[config.mk]
export PLATFORM = sky130hd
export DESIGN_NAME = half_adder
export DESIGN_NICKNAME = d
export VERILOG_FILES = /design/src/rtl/half_adder_pkg.sv /design/src/rtl/half_adder_cell.sv /design/src/rtl/half_adder.sv
export SDC_FILE = /design/constraint.sdc
export NUM_CORES = 1
export LEC_CHECK = 0
export CAP_MARGIN = 10
export CORE_AREA = 8 8 45 47
export DETAILED_ROUTE_END_ITERATION = 6
export DIE_AREA = 0 0 53 55
export PLACE_DENSITY_LB_ADDON = 0.08
export SYNTH_ARGS = -nofsm -noshare
export SYNTH_HDL_FRONTEND = slang
export SYNTH_HIERARCHICAL = 1
export SYNTH_SLANG_ARGS = --single-unit
[constraint.sdc]
create_clock -name clk -period 1.95 [get_ports clk]
set_input_delay 0.39 -clock clk [delete_from_list [all_inputs] [get_ports clk]]
set_output_delay 0.39 -clock clk [all_outputs]
set_load 0.05 [all_outputs]
[src/rtl/half_adder_pkg.sv]
// Shared constants and helpers for the registered multi-lane half adder.
package half_adder_pkg;

    localparam int HA_LANES_MAX = 64;

    // Width needed to hold a population count of 0..lanes.
    function automatic int ha_count_w(input int lanes);
        return $clog2(lanes + 1);
    endfunction

endpackage

[src/rtl/half_adder_cell.sv]
// Combinational 1-bit half-adder cell: sum = a ^ b, carry = a & b.
module half_adder_cell (
    input  logic a,
    input  logic b,
    output logic sum,
    output logic carry
);

    assign sum   = a ^ b;
    assign carry = a & b;

endmodule

[src/rtl/half_adder.sv]
// Registered multi-lane half adder behind a single-entry valid/ready output stage.
// Optional carry popcount output enabled by defining HALF_ADDER_CARRY_COUNT_EN.
module half_adder
    import half_adder_pkg::*;
#(
    parameter int LANES = 1
) (
    input  logic             clk,
    input  logic             rst,
    input  logic             in_valid,
    output logic             in_ready,
    input  logic [LANES-1:0] a,
    input  logic [LANES-1:0] b,
    output logic             out_valid,
    input  logic             out_ready,
    output logic [LANES-1:0] sum,
    output logic [LANES-1:0] carry,
`ifdef HALF_ADDER_CARRY_COUNT_EN
    output logic [ha_count_w(LANES)-1:0] carry_count,
`endif
    output logic             carry_any
);

    logic [LANES-1:0] sum_next;
    logic [LANES-1:0] carry_next;
    logic             carry_any_next;
    logic [LANES-1:0] sum_reg;
    logic [LANES-1:0] carry_reg;
    logic             carry_any_reg;
    logic             out_valid_reg;
    logic             accept;
    logic             fire;

    generate
        for (genvar gi = 0; gi < LANES; gi++) begin : g_lane
            half_adder_cell u_cell (
                .a     (a[gi]),
                .b     (b[gi]),
                .sum   (sum_next[gi]),
                .carry (carry_next[gi])
            );
        end
    endgenerate

    assign carry_any_next = |carry_next;

    // Single-entry stage: a slot frees up in the same cycle the result leaves.
    assign in_ready = !out_valid_reg || out_ready;
    assign accept   = in_valid && in_ready;
    assign fire     = out_valid_reg && out_ready;

    always_ff @(posedge clk) begin
        if (rst) begin
            out_valid_reg <= 1'b0;
            sum_reg       <= '0;
            carry_reg     <= '0;
            carry_any_reg <= 1'b0;
        end else if (accept) begin
            out_valid_reg <= 1'b1;
            sum_reg       <= sum_next;
            carry_reg     <= carry_next;
            carry_any_reg <= carry_any_next;
        end else if (fire) begin
            out_valid_reg <= 1'b0;
        end
    end

`ifdef HALF_ADDER_CARRY_COUNT_EN
    localparam int CW = ha_count_w(LANES);

    logic [CW-1:0] count_next;
    logic [CW-1:0] count_reg;

    always_comb begin
        count_next = '0;
        for (int i = 0; i < LANES; i++) begin
            count_next = count_next + CW'(carry_next[i]);
        end
    end

    // Follows the same load/hold rules as carry_reg.
    always_ff @(posedge clk) begin
        if (rst) begin
            count_reg <= '0;
        end else if (accept) begin
            count_reg <= count_next;
        end
    end

    assign carry_count = count_reg;
`endif

    assign out_valid = out_valid_reg;
    assign sum       = sum_reg;
    assign carry     = carry_reg;
    assign carry_any = carry_any_reg;

endmodule

# Word-level counts from Yosys, hierarchy flattened
# Index checks and enable logic that the tools add are counted.
# Widths: inputs -> output; s select.
word_totals:
  reg_bits: 3
  wordCells: 12
op_classes:
  muxes: 2
  n_bitwise: 2
  reduce_logical: 5
op_table:
  columns: ["op", "count"]
  rows:
  - ["$logic_and 1x1->1", 2]
  - ["$mux 1", 2]
  - ["$reduce_bool 2->1", 1]
  - ["$and 1x1->1", 1]
  - ["$logic_not 1->1", 1]
  - ["$logic_or 1x1->1", 1]
  - ["$xor 1x1->1", 1]

# Logic depth before layout (Yosys ltp)
depth:
  ltp_word: 4
  ltp_mapped: 3

# Modules after synthesis
# Netlist, hierarchy kept.
modules_own_cells:
  columns: ["module", "instances", "cells_per_inst", "area_per_inst_um2", "seq_area_each_um2"]
  rows:
  - ["half_adder", 1, 13, 130.1, 60.1]
  - ["half_adder_cell", 1, 1, 12.5, 0.0]

# Least setup slack after synthesis
# No wires, ideal clock.
synth_path:
  path_kind: "flip-flop to flip-flop"
  startpoint: "register out_valid_reg (netlist: out_valid)"
  endpoint: "register carry_any_reg (netlist: carry_any)"
  setup_ns: 0.070
  arrival_ns: 1.232
  t_required_ns: 1.880
  setup_slack_ns: 0.648
  stages_incl_launch_ff: 4
  n_path_buf: 0
  path_cell_list: "dfxtp_1 -> nand2b_4 -> a21bo_1 -> a21oi_1"
synth_via:
  elab_chain_len: 3
synth_lines:
  columns: ["item", "line_no", "text"]
  rows:
  - ["from (decl)", "half_adder.sv:30", "logic out_valid_reg;"]
  - ["from (signal assigned)", "half_adder.sv:54", "out_valid_reg <= 1'b0;"]
  - ["from (signal assigned)", "half_adder.sv:59", "out_valid_reg <= 1'b1;"]
  - ["from (signal assigned)", "half_adder.sv:64", "out_valid_reg <= 1'b0;"]
  - ["$logic_not 1->1", "half_adder.sv:48", "assign in_ready = !out_valid_reg || out_ready;"]
  - ["$logic_or 1x1->1", "half_adder.sv:48", null]
  - ["net in_ready", "half_adder.sv:11", "output logic in_ready,"]
  - ["$logic_and 1x1->1", "half_adder.sv:49", "assign accept = in_valid && in_ready;"]
  - ["to (signal assigned)", "half_adder.sv:62", "carry_any_reg <= carry_any_next;"]
  - ["to (decl)", "half_adder.sv:29", "logic carry_any_reg;"]
# The timed path passes the listed nets, and every way through them passes these cells.
# A chain may end at the register's enable or synchronous reset.

==> results.toml <==
[grt]
grt_pass1_vias = 178
groute.usage.overall_pct = 3.768
overflow = 0
grt_pass1_wl_um = 710
antenna_found_initial = 0
grt_max_degree = 7

[power_and_ir_drop]
p_total_mw = 0.2306
power_leakage_nw = 0.1196
pwr_density_cell_nw_per_um2 = 798.0
ir_drop_v = 0.0002047

[detailed_routing]
drc = 0
viasPerCell = 3.395
initialDrtViolationCount = 1
drt_first_pass_iters = 2
totalWireLength_um = 425
vias = 146
avgRoutedWirePerCell_um = 9.884
ant_nets = 0

[clocking]
cts.clk_slew.worst_paths_ns = 0.04
tritoncts = "done"
postCtsHoldBufs = 0
cts_made_buffers = 3
post-cts-setup-buffers = 0
clk-insertion-delay-late_ns = 0.23
htreeDepth = 1
ctsRootBufferMaster = "clkbuf_4"
clock_sinks = 3
post_cts_resized = 0
cts.path.max_buffers = 2

[critical_path]
critPathMaxFanout = 3
cp_num_buf_inv = 1
worstSetupEndpointType = "primary output"
cp.arrival_ns = 1.38
crit_type = "flop to primary output"
cp_top_family = "buffers and inverters"
cp-start-kind = "flop"
r2r_slack_ns = 1.09
max_stage_delay_ns = 0.81
critical_path.slowest_cell = "clkdlybuf4s50_1"
cp.required_ns = 1.56
cp_cell_sequence = "clkdlybuf4s50_1"

[floorplanning]
fp.dieW_um = 53
die_h_um = 55
dieArea_um2 = 2915
core.rowCount = 14
ios = 11
core_um2 = 1384
initial_utilization_pct = 10.31

[timing]
setup_tns_ns = 0
finalClockSkew_ns = 0.001801
final_max_slew_viol_count = 0
hold_violations = 0
max_slew_margin_pct = 66.82
fin_crit_ns = 1.765
timing.final.crit_share_pct = 90.51
tightest_slew_ns = 0.4962
rsz0062_at_grt = "false"
timing.fmax_mhz = 566.6
setup_viol = 0

[synth]
synth.yosys.seq_area_share_pct = 42.11
synth.distinct_cells = 8
syn_area_per_cell_um2 = 10.19
synth-warning-count = 6
synthCells = 14
synth_fp_nets = 21
synth_area_um2 = 142.6
ys_ff_latch = 3

[outcome]
outcome = "completed"

[cells_and_area]
area_growth_pct = 102.6
antennaDiodeCount = 0
fin_nets = 35
drive_above_1_share_pct = 22.22
fillers = 152

[min_path]
min_path_type = "flop to flop"

[place]
place.gp.congestion = 0.5969
io_buffer_count = 10

[job]
cap_violations = 0
[placed cells by master, fill, tap and decap left out]
cell,synthesis,final
a21oi_1,3,3
a21bo_1,2,2
nand3_1,2,2
buf_12,0,1
clkbuf_1,0,1
inv_1,1,1
dfxtp_1,3,3
ha_1,1,1
nand2b_4,1,1
buf_4,1,1
clkdlybuf4s50_1,0,8
clkbuf_4,0,3
[power by group]
part | internal (mW) | switching, mW
Combinational | 0.0246 | 0.0289
Clock | 0.0767 | 0.0326
Sequential | 0.0654 | 0.00246
[cell type report]
class,instances,area (um^2),area share (%)
Sequential cell,3,60.06,20.78
Multi-Input combinational cell,9,71.32,24.68
Clock buffer,4,26.28,9.091
Timing Repair Buffer,10,107.6,37.23
Inverter,1,3.754,1.299
Tap cell,16,20.02,6.926
[Yosys cell counts, drive strengths merged]
library cell,n,area share (%)
nand3,2,7.0
dfxtp,3,42
inv,1,2.6
ha,1,8.8
a21bo,2,14
a21oi,3,11
buf,1,5.3
nand2b,1,9.6
[final timing paths]
path,from,endpoint,cells past startpoint
setup / recovery,carry_any,carry,1
hold / removal,out_valid,out_valid,2
hold reg to reg,out_valid,out_valid,2
setup reg to reg,out_valid,sum,3
[routing by layer]
layer / track usage [%] / wire length (um) / part of all wire, % / vias up
met4: 5.172 / 0 / 0 / 0
met1: 3.338 / 181 / 43 / 64
li1: - / - / - / 75
met3: 2.941 / 50 / 12 / 0
met5: 0 / 0 / 0 / -
met2: 4.688 / 193 / 45 / 7
[stage by stage]
step / worst slack, ns / instance area (um^2) / hold slack [ns] / utilization (%) / std cells
after global routing: 0.1098 / 289.0 / 0.6033 / 20.89 / 43
after global placement: 0.4055 / 262.8 / 0.5618 / 18.99 / 39
after detailed placement: 0.4105 / 262.8 / 0.5613 / 18.99 / 39
final: 0.1850 / 289.0 / 0.5706 / 20.89 / 43
after CTS: 0.1577 / 289.0 / 0.5786 / 20.89 / 43
after floorplan: 0.6484 / 142.6 / 0.4591 / - / 14
[cells by family after synthesis]
kind of cell	count (synthesis)	synth area share [%]
adder cells (fa/ha/maj)	1	8.771
flip-flops	3	42.11
AO/OA/AOI/OAI	5	24.56
AND/OR/NAND/NOR	3	16.66
buffers and inverters	2	7.894
Note: power is estimated with default switching activity, not from simulation.
